[config.mk]
export PLATFORM = sky130hd
export DESIGN_NAME = elevator_call_scheduler
export DESIGN_NICKNAME = d
export VERILOG_FILES = /design/src/rtl/elevator_pkg.sv /design/src/rtl/elevator_door_timer.sv /design/src/rtl/elevator_call_scheduler.sv
export SDC_FILE = /design/constraint.sdc
export NUM_CORES = 1
export LEC_CHECK = 0
export CAP_MARGIN = 20
export CORE_AREA = 4 4 71 53
export CTS_CLUSTER_DIAMETER = 200
export DETAILED_ROUTE_END_ITERATION = 8
export DIE_AREA = 0 0 75 57
export PLACE_DENSITY = 0.61
export SETUP_SLACK_MARGIN = 0.02
export SYNTH_ARGS = -nofsm -noshare
export SYNTH_HDL_FRONTEND = slang
export SYNTH_SLANG_ARGS = --single-unit
[constraint.sdc]
create_clock -name i_clk -period 2.9 [get_ports i_clk]
set_clock_uncertainty 0.2 [all_clocks]
set_input_delay 0.435 -clock i_clk [delete_from_list [all_inputs] [get_ports i_clk]]
set_output_delay 0.435 -clock i_clk [all_outputs]
set_load 0.01 [all_outputs]
[src/rtl/elevator_pkg.sv]
// Shared floor/engine codes, scheduler state encoding and floor-mask helpers
// for the elevator call scheduler.
package elevator_pkg;

    localparam int unsigned FLOOR_COUNT = 3;

    localparam logic [1:0] FLOOR1     = 2'b00;
    localparam logic [1:0] FLOOR2     = 2'b01;
    localparam logic [1:0] FLOOR3     = 2'b10;
    localparam logic [1:0] FLOOR_NONE = 2'b11;

    localparam logic [1:0] ENG_STOP = 2'b00;
    localparam logic [1:0] ENG_UP   = 2'b01;
    localparam logic [1:0] ENG_DOWN = 2'b10;

    typedef enum logic [2:0] {
        StIdle,
        StMove,
        StDoorOpen,
        StDoorClose,
        StFault
    } sched_state_e;

    function automatic logic [FLOOR_COUNT-1:0] floor_onehot(input logic [1:0] floor);
        logic [FLOOR_COUNT-1:0] mask;
        case (floor)
            FLOOR1:  mask = 3'b001;
            FLOOR2:  mask = 3'b010;
            FLOOR3:  mask = 3'b100;
            default: mask = 3'b000;
        endcase
        return mask;
    endfunction

    function automatic logic [FLOOR_COUNT-1:0] floors_above(input logic [1:0] floor);
        logic [FLOOR_COUNT-1:0] mask;
        case (floor)
            FLOOR1:  mask = 3'b110;
            FLOOR2:  mask = 3'b100;
            default: mask = 3'b000;
        endcase
        return mask;
    endfunction

    function automatic logic [FLOOR_COUNT-1:0] floors_below(input logic [1:0] floor);
        logic [FLOOR_COUNT-1:0] mask;
        case (floor)
            FLOOR2:  mask = 3'b001;
            FLOOR3:  mask = 3'b011;
            default: mask = 3'b000;
        endcase
        return mask;
    endfunction

endpackage

[src/rtl/elevator_door_timer.sv]
// Door dwell timer: load/restart sets DOOR_CYCLES-1, counts down while enabled,
// o_done is high once the count has run out.
module elevator_door_timer
    import elevator_pkg::*;
#(
    parameter int unsigned DOOR_CYCLES = 8
) (
    input  logic i_clk,
    input  logic i_reset,
    input  logic i_load,
    input  logic i_en,
    output logic o_done
);

    localparam int unsigned CW = $clog2(DOOR_CYCLES);
    localparam logic [CW-1:0] LOAD_VAL = CW'(DOOR_CYCLES - 1);

    logic [CW-1:0] r_cnt;

    always_ff @(posedge i_clk) begin
        if (i_reset) begin
            r_cnt <= '0;
        end else if (i_load) begin
            r_cnt <= LOAD_VAL;
        end else if (i_en && (r_cnt != '0)) begin
            r_cnt <= r_cnt - 1'b1;
        end
    end

    assign o_done = (r_cnt == '0);

endmodule

[src/rtl/elevator_call_scheduler.sv]
// SCAN call scheduler for a 3-floor car: latches calls, drives engine and door request.
// Optional travel watchdog enabled by defining SCHED_WATCHDOG_EN.
module elevator_call_scheduler
    import elevator_pkg::*;
#(
    parameter int unsigned N_FLOORS       = 3,
    parameter int unsigned DOOR_CYCLES    = 8,
    parameter int unsigned TRAVEL_TIMEOUT = 64
) (
    input  logic                i_clk,
    input  logic                i_reset,
    input  logic [N_FLOORS-1:0] i_call_req,
    input  logic [1:0]          i_cur_floor,
    input  logic                i_door_closed,
    output logic [1:0]          o_engine,
    output logic                o_door_open,
    output logic [N_FLOORS-1:0] o_pending,
    output logic                o_dir_up,
    output logic                o_fault
);

    if ((N_FLOORS != 3) || (DOOR_CYCLES < 2) || (TRAVEL_TIMEOUT < 2)) begin : g_bad_params
        $error("elevator_call_scheduler: unsupported parameter values");
    end

    sched_state_e        r_state;
    logic [1:0]          r_engine;
    logic                r_door_open;
    logic [N_FLOORS-1:0] r_pending;
    logic                r_dir_up;
    logic [1:0]          r_prev_floor;

    logic                w_floor_valid;
    logic [N_FLOORS-1:0] w_here;
    logic                w_up_ahead;
    logic                w_down_ahead;
    logic                w_call_here;
    logic                w_call_else;
    logic                w_floor_changed;
    logic                w_dir_next;
    logic [1:0]          w_eng_next;
    logic                w_restart;
    logic                w_open_idle;
    logic                w_open_move;
    logic                w_timer_load;
    logic                w_timer_en;
    logic                w_timer_done;
    logic [N_FLOORS-1:0] w_clear;
    logic [N_FLOORS-1:0] w_req_masked;
    logic                w_wd_trip;

    always_comb begin
        w_floor_valid   = (i_cur_floor != FLOOR_NONE);
        w_here          = floor_onehot(i_cur_floor);
        w_up_ahead      = |(r_pending & floors_above(i_cur_floor));
        w_down_ahead    = |(r_pending & floors_below(i_cur_floor));
        w_call_here     = |(r_pending & w_here);
        w_call_else     = w_up_ahead | w_down_ahead;
        w_floor_changed = w_floor_valid && (i_cur_floor != r_prev_floor);

        // SCAN: keep the sweep while calls lie ahead, reverse only when all are behind
        if (i_cur_floor == FLOOR1) begin
            w_dir_next = 1'b1;
        end else if (i_cur_floor == FLOOR3) begin
            w_dir_next = 1'b0;
        end else if (r_dir_up) begin
            w_dir_next = w_up_ahead || !w_down_ahead;
        end else begin
            w_dir_next = w_up_ahead && !w_down_ahead;
        end

        if (!w_floor_valid) begin
            w_eng_next = ENG_STOP;
        end else if (w_dir_next) begin
            w_eng_next = (i_cur_floor == FLOOR3) ? ENG_STOP : ENG_UP;
        end else begin
            w_eng_next = (i_cur_floor == FLOOR1) ? ENG_STOP : ENG_DOWN;
        end

        w_restart    = (r_state == StDoorOpen) && w_floor_valid && |(i_call_req & w_here);
        w_open_idle  = (r_state == StIdle) && w_floor_valid && w_call_here;
        w_open_move  = (r_state == StMove) && w_floor_changed && w_call_here && !w_wd_trip;
        w_timer_load = w_open_idle || w_open_move || w_restart;
        w_timer_en   = (r_state == StDoorOpen) && w_floor_valid;
        w_clear      = (w_open_idle || w_open_move) ? w_here : '0;
        w_req_masked = w_restart ? (i_call_req & ~w_here) : i_call_req;
    end

    elevator_door_timer #(
        .DOOR_CYCLES (DOOR_CYCLES)
    ) u_door_timer (
        .i_clk   (i_clk),
        .i_reset (i_reset),
        .i_load  (w_timer_load),
        .i_en    (w_timer_en),
        .o_done  (w_timer_done)
    );

`ifdef SCHED_WATCHDOG_EN
    localparam int unsigned WD_W = $clog2(TRAVEL_TIMEOUT);

    logic [WD_W-1:0] r_wd_cnt;
    logic            r_fault;

    always_ff @(posedge i_clk) begin
        if (i_reset) begin
            r_wd_cnt <= '0;
            r_fault  <= 1'b0;
        end else begin
            r_fault <= r_fault | w_wd_trip;
            if ((r_state != StMove) || w_floor_changed) begin
                r_wd_cnt <= '0;
            end else if (!w_wd_trip) begin
                r_wd_cnt <= r_wd_cnt + 1'b1;
            end
        end
    end

    assign w_wd_trip = (r_state == StMove) && !w_floor_changed &&
                       (r_wd_cnt == WD_W'(TRAVEL_TIMEOUT - 1));
    assign o_fault   = r_fault;
`else
    assign w_wd_trip = 1'b0;
    assign o_fault   = 1'b0;
`endif

    always_ff @(posedge i_clk) begin
        if (i_reset) begin
            r_state      <= StIdle;
            r_engine     <= ENG_STOP;
            r_door_open  <= 1'b0;
            r_pending    <= '0;
            r_dir_up     <= 1'b1;
            r_prev_floor <= i_cur_floor;
        end else begin
            r_pending <= (r_pending | w_req_masked) & ~w_clear;
            if (w_floor_valid) begin
                r_prev_floor <= i_cur_floor;
            end

            if (w_wd_trip) begin
                r_state  <= StFault;
                r_engine <= ENG_STOP;
            end else if (!w_floor_valid) begin
                // Position unknown: stop and hold everything else
                r_engine <= ENG_STOP;
            end else begin
                case (r_state)
                    StIdle: begin
                        r_dir_up <= w_dir_next;
                        r_engine <= ENG_STOP;
                        if (w_call_here) begin
                            r_state     <= StDoorOpen;
                            r_door_open <= 1'b1;
                        end else if (w_call_else && i_door_closed) begin
                            r_state  <= StMove;
                            r_engine <= w_eng_next;
                        end
                    end
                    StMove: begin
                        r_dir_up <= w_dir_next;
                        if (w_open_move) begin
                            r_state     <= StDoorOpen;
                            r_door_open <= 1'b1;
                            r_engine    <= ENG_STOP;
                        end else if (!i_door_closed) begin
                            r_engine <= ENG_STOP;
                        end else if (!w_call_else) begin
                            r_state  <= StIdle;
                            r_engine <= ENG_STOP;
                        end else begin
                            r_engine <= w_eng_next;
                        end
                    end
                    StDoorOpen: begin
                        r_dir_up <= w_dir_next;
                        r_engine <= ENG_STOP;
                        if (!w_restart && w_timer_done) begin
                            r_state     <= StDoorClose;
                            r_door_open <= 1'b0;
                        end
                    end
                    StDoorClose: begin
                        r_dir_up <= w_dir_next;
                        r_engine <= ENG_STOP;
                        if (i_door_closed) begin
                            if (w_call_else) begin
                                r_state  <= StMove;
                                r_engine <= w_eng_next;
                            end else begin
                                r_state <= StIdle;
                            end
                        end
                    end
                    default: begin
                        r_engine <= ENG_STOP;
                    end
                endcase
            end
        end
    end

    assign o_engine    = r_engine;
    assign o_door_open = r_door_open;
    assign o_pending   = r_pending;
    assign o_dir_up    = r_dir_up;

endmodule

After elaboration in Yosys (flattened, before gate mapping). Cells that the tools add are included.

Register bits after elaboration: 15. Output and inout bits: 8. Word-level logic and storage cells: 100.

Add/subtract/negate cells: 1. Equality and inequality tests: 14. Multiplexer cells: 34. Bitwise gates (word level): 11. Reduce and logical (&&, ||, !) cells: 33.

Operator list (number): $mux W3 (11); $and A3 B3 Y3 (6); $mux W2 (9); $pmux W3 S4 (1); $reduce_or A3 Y1 (4); $logic_and A1 B1 Y1 (11); $pmux W3 S3 (1); $mux W1 (8); $ne A2 B2 Y1 const B (4); $reduce_and A7 Y1 (1); $eq A3 B2 Y1 const B (2); $logic_not A3 Y1 (2); $ne A3 B3 Y1 const B (2); $not A3 Y3 (2); $pmux W2 S3 (1); $pmux W3 S2 (1); $reduce_bool A3 Y1 (2); $reduce_and A5 Y1 (1); $pmux W2 S2 (1); $reduce_bool A2 Y1 (2); $reduce_bool A4 Y1 (1); $reduce_or A4 Y1 (1); $eq A3 B1 Y1 const B (1); $logic_or A1 B1 Y1 (3); other kinds (14) (15).

Depth between registers and ports, before layout. Gate-level depths: netlist of the first run.

Depth in word-level cells: 14. Depth in mapped cells: 6.

By module. A second synthesis of the first run with hierarchy kept.

Cells, all modules: 96. Area total of the unflattened synthesis: 878.3 sq um.

By module, submodules not included: elevator_call_scheduler (times used 1, cells each 78, area each 703.2 sq um); elevator_door_timer (times used 1, cells each 18, area each 175.2 sq um).

Least setup slack after synthesis of the first run. OpenSTA, ideal clock, no wires.

Path kind: input-to-reg. Start: in i_cur_floor[1]. End: reg r_pending[0] (netlist: o_pending[0]). Library setup time: 0.086 ns. Arrival time: 1.801 ns. Data required time: 2.614 ns. Slack: 0.814 ns. Stages on the path: 6. Path through: inv_1 > ha_1 > a222oi_1 > nor2_2 > a22o_1 > a211oi_1.

Cells in the longest elaborated chain, start to end: 9.

Ends and longest elaborated chain: start: declaration (RTL line elevator_call_scheduler.sv:13) `input logic [1:0] i_cur_floor,`; $eq A2 B2 Y1 (tied with other cells) (RTL line elevator_pkg.sv:26) `case (floor)`; $pmux W3 S3 (RTL line elevator_pkg.sv:26); $and A3 B3 Y3 (RTL line elevator_call_scheduler.sv:57) `w_call_here = |(r_pending & w_here);`; $reduce_or A3 Y1 (RTL line elevator_call_scheduler.sv:57); $logic_and A1 B1 Y1, on equally long branches (RTL line elevator_call_scheduler.sv:81, elevator_call_scheduler.sv:82); $logic_or A1 B1 Y1 (RTL line elevator_call_scheduler.sv:85) `w_clear = (w_open_idle || w_open_move) ? w_here : '0;`; $mux W3 (RTL line elevator_call_scheduler.sv:85); $not A3 Y3 (RTL line elevator_call_scheduler.sv:136) `r_pending <= (r_pending | w_req_masked) & ~w_clear;`; $and A3 B3 Y3 * (RTL line elevator_call_scheduler.sv:136); end signal: assignment (RTL line elevator_call_scheduler.sv:136); end: declaration (RTL line elevator_call_scheduler.sv:29) `logic [N_FLOORS-1:0] r_pending;`.

Every way passes the cells marked *; elsewhere a longest branch is shown, timed or not. A chain may end at the register's enable or synchronous reset.

Worst setup path after layout of the first run.
Start: in i_cur_floor[0]. End: reg r_pending[0] (netlist: o_pending[0]).

Same word-level chain as after synthesis.

==> results by group, run 1 <==
Outcome
  • Status: completed

Yosys
  • Syn Nets: 119
  • Cell count after synthesis: 102
  • Compound-Gate Fraction of Synth Area: 27.7%
  • #FFs+latches synth: 14
  • Synth cell types: 35
  • Sequential fraction of the synthesis area: 33.5%
  • Synth Area per Inst: 8.78 sq um
  • Area of the mapped netlist: 896 sq um
  • Mux contribution to synthesized area: 1.26%
  • Simple-gate share of the synthesized area: 14.1%
  • Yosys top cell area share: 26.8%
  • Top cells by area, synth: dfxtp_1 (27%), ha_1 (13%), edfxtp_1 (6.7%)
  • Largest family of logic cells by synthesized area: compound AO/OA/AOI/OAI gates
  • Yosys warns: 0
  • Post-Synth XOR/XNOR Area: 3.91%
  • Largest area contributor in the netlist: dfxtp_1
  • Post-Synth Adder-Cell Area: 12.6%

GRT
  • Number of global-route vias before repair: 796
  • Initial antenna violation count: 0
  • Largest net degree at the start of global routing: 13
  • Total global routing overflow: 0
  • First-pass GRT wire length: 3650 um
  • Overall Global Routing Usage: 11.5%

Final layout
  • Final core occ: 37.1%
  • # fillers: 305
  • Final Non-Filler Cells: 159
  • Ant. Diodes: 0
  • Final nets: 139
  • Area added between synthesis and finish: 27.8%
  • Most frequent cells in the layout: clkdlybuf4s50_1 (14), dfxtp_1 (12), inv_1 (10), a21oi_1 (9), ha_1 (9)
  • Most common cell after layout, fill and taps aside: clkdlybuf4s50_1
  • Layout cells sized above 1: 9.92%

Setup path
  • Critical Path Max Stage Delay: 0.50 ns
  • Worst Setup Start Kind: primary input
  • Crit path capture type: register
  • CP max FO: 6
  • Worst Path Required: 2.87 ns
  • Crit path max-delay cell type: clkdlybuf4s50_1
  • Worst path cell trace: clkdlybuf4s50_1 > inv_1 > ha_1 > a222oi_1 > buf_4 > nor2_2 > a22o_1 > a211oi_1
  • CP Class: in2reg
  • Critical Path AT: 2.32 ns

Clock network
  • Skew-Pair Late Insertion Delay: 0.26 ns
  • Clock sinks: 14
  • Number of buffers created by CTS: 3
  • Post-CTS Hold Buffers: 0
  • Clk root buf: clkbuf_8
  • Postcts setup bufs: 0
  • Htree depth: 1
  • Clock buffer depth: 2
  • TritonCTS clock tree: done
  • CTS resizes: 0
  • Worst-path clk slew: 0.06 ns

Detailed routing
  • DRC errors left: 0
  • Via/cell ratio: 5.13
  • Post-DRT Antenna Nets: 0
  • Routed wire length: 2190 um
  • Wire length per cell: 13.7 um
  • DR vias: 816
  • Drt pass-1 iters: 4
  • Initial DRC count: 115

Die
  • Die W: 75 um
  • Cell row count: 17
  • Starting Density: 29.0%
  • Die Area: 4280 sq um
  • IO Pins: 16
  • Core area: 3080 sq um
  • Die Ht: 57 um

STA
  • Shortest period the worst path allows: 2.35 ns
  • Final Hold Fails: 0
  • Pins Over Slew Limit: 0
  • Finish-stage setup viols: 0
  • Final WS setup: 0.548 ns
  • RSZ-0062 raised after global routing: no
  • Setup TNS: 0 ns
  • Worst slew margin: 65.5%
  • Fin crit share: 81.1%
  • Max Fclk: 425 MHz
  • Transition time at the pin with the least slew margin: 0.512 ns

Placement
  • RePlAce Congestion: 0.819
  • Count of buffers from port buffering: 14
  • Post-Place Cells: 155
  • DP HPWL: 1690 um
  • Dpl ws: 0.306 ns

Worst hold path
  • Hold WC Path Type: reg2reg

Job
  • Max-cap violations: 0

Power and ir drop
  • Pleak: 0.448 nW
  • Pwr Density: 537 nW/um^2
  • Maximum vdd drop: 126 uV
[synthesized netlist by cell type (all sizes together)]
cell and number:
o21bai 1, nand4 2, a21oi 9, buf 3, conb 1, nor4b 1
nand2b 4, inv 10, nor2 3, a221oi 1, a211oi 6, mux2 1
o211ai 1, nor3b 2, a22o 3, nand2 6, xnor2 3, a31oi 4
a22oi 2, o21ai 4, a222oi 2, edfxtp 2, and2 1, clkbuf 1
nor2b 1, o31ai 1, nor3 1, ha 9, nand3 2, xor2 1
a2111o 1, dfxtp 12, a21o 1
[cell families after synthesis]
group                    count (synthesis)
AO/OA/AOI/OAI                           36
AND/OR/NAND/NOR                         23
flip-flops                              14
buffers and inverters                   14
adder cells (fa/ha/maj)                  9
XOR/XNOR                                 4
other                                    1
multiplexers                             1
[critical path: cells and delay by family]
kind,cells,cell delay (ns)
and+or+nand+nor,1,0.07
AOI/OAI and AO/OA,3,0.75
adders and majority gates,1,0.26
buffers and inverters,3,0.81
[metrics by stage]
stage / total power (W) / hold WS [ns] / cell area (sq um)
after floorplan: 0.000379 / 0.326 / 896
after global placement: 0.000438 / 0.290 / 1100
after detailed placement: 0.000447 / 0.320 / 1100
after CTS: 0.000620 / 0.327 / 1140
after global routing: 0.000659 / 0.381 / 1140
final: 0.000615 / 0.321 / 1140
[power breakdown]
part / switching [W] / internal (W) / total (W)
sequential: 0.0000265 / 0.000222 / 0.000248
combinational: 0.000100 / 0.0000966 / 0.000197
clock: 0.0000753 / 0.0000941 / 0.000169
total: 0.000202 / 0.000413 / 0.000615
[flip-flops by register name, indices dropped and copies added, names as in the netlist]
| name | flops |
|---|---|
| o_pending | 3 |
| r_prev_floor | 2 |
| u_door_timer.r_cnt | 3 |
| o_door_open | 1 |
| o_dir_up | 1 |
| r_state | 2 |
| o_engine | 2 |
[layout make-up]
class	count	area, sq um	share of cell area, %
clock inverters	1	3.75	0.328
clock buffers	3	41.3	3.61
well taps	38	47.5	4.15
repair buffers	19	178	15.5
multi-input cells	74	537	46.9
inverters	10	37.5	3.28
flip-flops and latches	14	300	26.2
[layer usage]
layer  global-route usage, %  vias up  wire (um)
met5                       0        -          0
met4                    6.85        0         57
met3                    3.52        4        140
met2                    17.1       32        976
met1                    14.6      372       1010
li1                        -      408          -
[final timing paths]
kind,slack (ns),cells after the start,startpoint,end
max reg2reg,1.00,4,o_pending[1],o_dir_up
min reg2reg,0.32,2,o_door_open,o_door_open
min,0.32,2,o_door_open,o_door_open
max,0.55,8,i_cur_floor[0],o_pending[0]
No activity file was read; power rests on OpenSTA's default activity.
==> run 2: changes to the inputs <==
--- a/config.mk
+++ b/config.mk
@@ -10,7 +10,7 @@
 export CTS_CLUSTER_DIAMETER = 200
 export DETAILED_ROUTE_END_ITERATION = 8
 export DIE_AREA = 0 0 75 57
-export PLACE_DENSITY = 0.61
+export PLACE_DENSITY = 0.63
 export SETUP_SLACK_MARGIN = 0.02
 export SYNTH_ARGS = -nofsm -noshare
 export SYNTH_HDL_FRONTEND = slang
==> constraint.sdc (replaced) <==
create_clock -name i_clk -period 2.04 [get_ports i_clk]
set_clock_uncertainty 0.2 [all_clocks]
set_input_delay 0.306 -clock i_clk [delete_from_list [all_inputs] [get_ports i_clk]]
set_output_delay 0.306 -clock i_clk [all_outputs]
set_load 0.01 [all_outputs]
==> results by group, run 2 (same netlist as run 1, synthesis figures left out) <==
Final layout
  • Final nets: 149
  • Final Non-Filler Cells: 169
  • Area added between synthesis and finish: 37.4%
  • Design area: 1230 sq um
  • Ant. Diodes: 0
  • Most frequent cells in the layout: buf_4 (14), clkdlybuf4s50_1 (12), dfxtp_1 (12), inv_1 (9), ha_1 (9)
  • Layout cells sized above 1: 20.6%
  • Most common cell after layout, fill and taps aside: buf_4

Clock network
  • TritonCTS clock tree: done
  • Number of buffers created by CTS: 3
  • Clock buffer depth: 2
  • Worst-path clk slew: 0.06 ns
  • Clk root buf: clkbuf_8
  • Clock sinks: 14
  • Post-CTS Hold Buffers: 0
  • Skew-Pair Late Insertion Delay: 0.25 ns
  • Htree depth: 1

Setup path
  • Cells on worst reg2reg path: 4
  • FF-to-FF End: o_dir_up
  • Crit path capture type: register
  • CP max FO: 7
  • R2R Setup Slk: 0.20 ns
  • Worst Setup Start Kind: primary input
  • Critical R2R Launch: o_pending[1]
  • Worst Path Required: 2.00 ns
  • Critical Path AT: 1.92 ns
  • Critical Path Source: i_cur_floor[1]
  • CP Class: in2reg

STA
  • Pins Over Slew Limit: 0
  • Setup TNS: 0 ns
  • Finish-stage setup viols: 0
  • Shortest period the worst path allows: 1.96 ns
  • Fin crit share: 95.9%
  • Transition time at the pin with the least slew margin: 0.549 ns
  • RSZ-0062 raised after global routing: no
  • Final Hold Fails: 0
  • Max Fclk: 511 MHz
  • Hold WS: 0.235 ns
  • Worst slew margin: 63.2%

Detailed routing
  • Drt pass-1 iters: 4
  • Met1 Routed Length: 1090 um
  • DR vias: 894
  • Routed wire length: 2330 um
  • Routed length on met3: 187 um
  • Wire length per cell: 13.8 um
  • Post-DRT Antenna Nets: 0
  • Met2 routed WL: 1040 um
  • Highest routed metal layer: met4
  • Via/cell ratio: 5.29
  • Initial DRC count: 65
  • DRC errors left: 0

Worst hold path
  • Hold WC Path Type: in2reg
  • Hold Startpoint: i_cur_floor[0]
  • Hold path depth: 2
  • Hold Path Sink: r_prev_floor[0]

Die
  • Die Area: 4280 sq um
  • Starting Density: 29.0%
  • Cell row count: 17
  • Die Ht: 57 um
  • Die W: 75 um
  • IO Pins: 16
  • Core area: 3080 sq um

Placement
  • Post-Place Cells: 164
  • DP Area: 1170 sq um
  • DP HPWL: 1770 um
  • RePlAce Congestion: 0.810
  • Count of buffers from port buffering: 14

Power and ir drop
  • Pwr Density: 730 nW/um^2
  • Pleak: 0.502 nW
  • Post-layout power: 0.000898 W
  • Maximum vdd drop: 215 uV

GRT
  • First-pass GRT wire length: 3850 um
  • Total global routing overflow: 0
  • Number of global-route vias before repair: 864
  • Initial antenna violation count: 0
  • Largest net degree at the start of global routing: 11
  • Overall Global Routing Usage: 11.4%

Job
  • Max-cap violations: 0

Outcome
  • Status: completed
## run 2: critical path, stage by stage
cell and delay (ns):
dlygate4sd2_1 0.26, buf_6 0.14, ha_1 0.19, buf_4 0.14, a222oi_1 0.41, a22o_1 0.22
o21bai_1 0.08, a211oi_1 0.17
## run 2: metal layers
layer,global-route usage (%),vias up
met3,3.52,2
met5,0,-
li1,-,428
met2,17.0,36
met1,15.8,428
met4,3.05,0
## run 2: layout make-up
| cell class | count | area, sq um |
|---|---|---|
| clock buffer | 3 | 41.3 |
| sequential | 14 | 300 |
| timing repair buffer | 29 | 250 |
| multi-input combinational | 74 | 551 |
| clock inverter | 1 | 3.75 |
| inverter | 10 | 37.5 |
| fill | 301 | 1850 |
| tap | 38 | 47.5 |
## run 2: metrics by stage
| stage | utilization, % | setup WS [ns] |
|---|---|---|
| finish | 39.9 | 0.0837 |
| global route | 39.9 | 0.0201 |
| CTS | 40.0 | 0.0937 |
| detailed placement | 37.8 | -0.438 |
| global placement | 37.8 | -0.389 |
| floorplan | - | 0.0828 |
## run 2: worst max path at each step
stage / to / slack, ns
2_1_floorplan: o_pending[0] / 0.08
3_5_place_dp: u_door_timer.r_cnt[0] / -0.44
3_3_place_gp: u_door_timer.r_cnt[1] / -0.39
6_report: r_state[0] / 0.08
4_1_cts: r_state[0] / 0.09
5_1_grt: r_state[0] / 0.02
## run 2: timing repair
item / in CTS / in global routing
setup buffers: 1 / 0
endpoints found under the setup margin: 12 / 11
gates cloned: 0 / 0
pin swaps: 4 / 2
resized for setup: 7 / 2
## run 2: power breakdown
| group | total (W) | switching, W | leakage [nW] | internal [W] |
|---|---|---|---|---|
| logic | 0.000306 | 0.000149 | 0.359 | 0.000156 |
| clock network | 0.000239 | 0.000105 | 0.0231 | 0.000133 |
| registers | 0.000354 | 0.0000388 | 0.120 | 0.000315 |
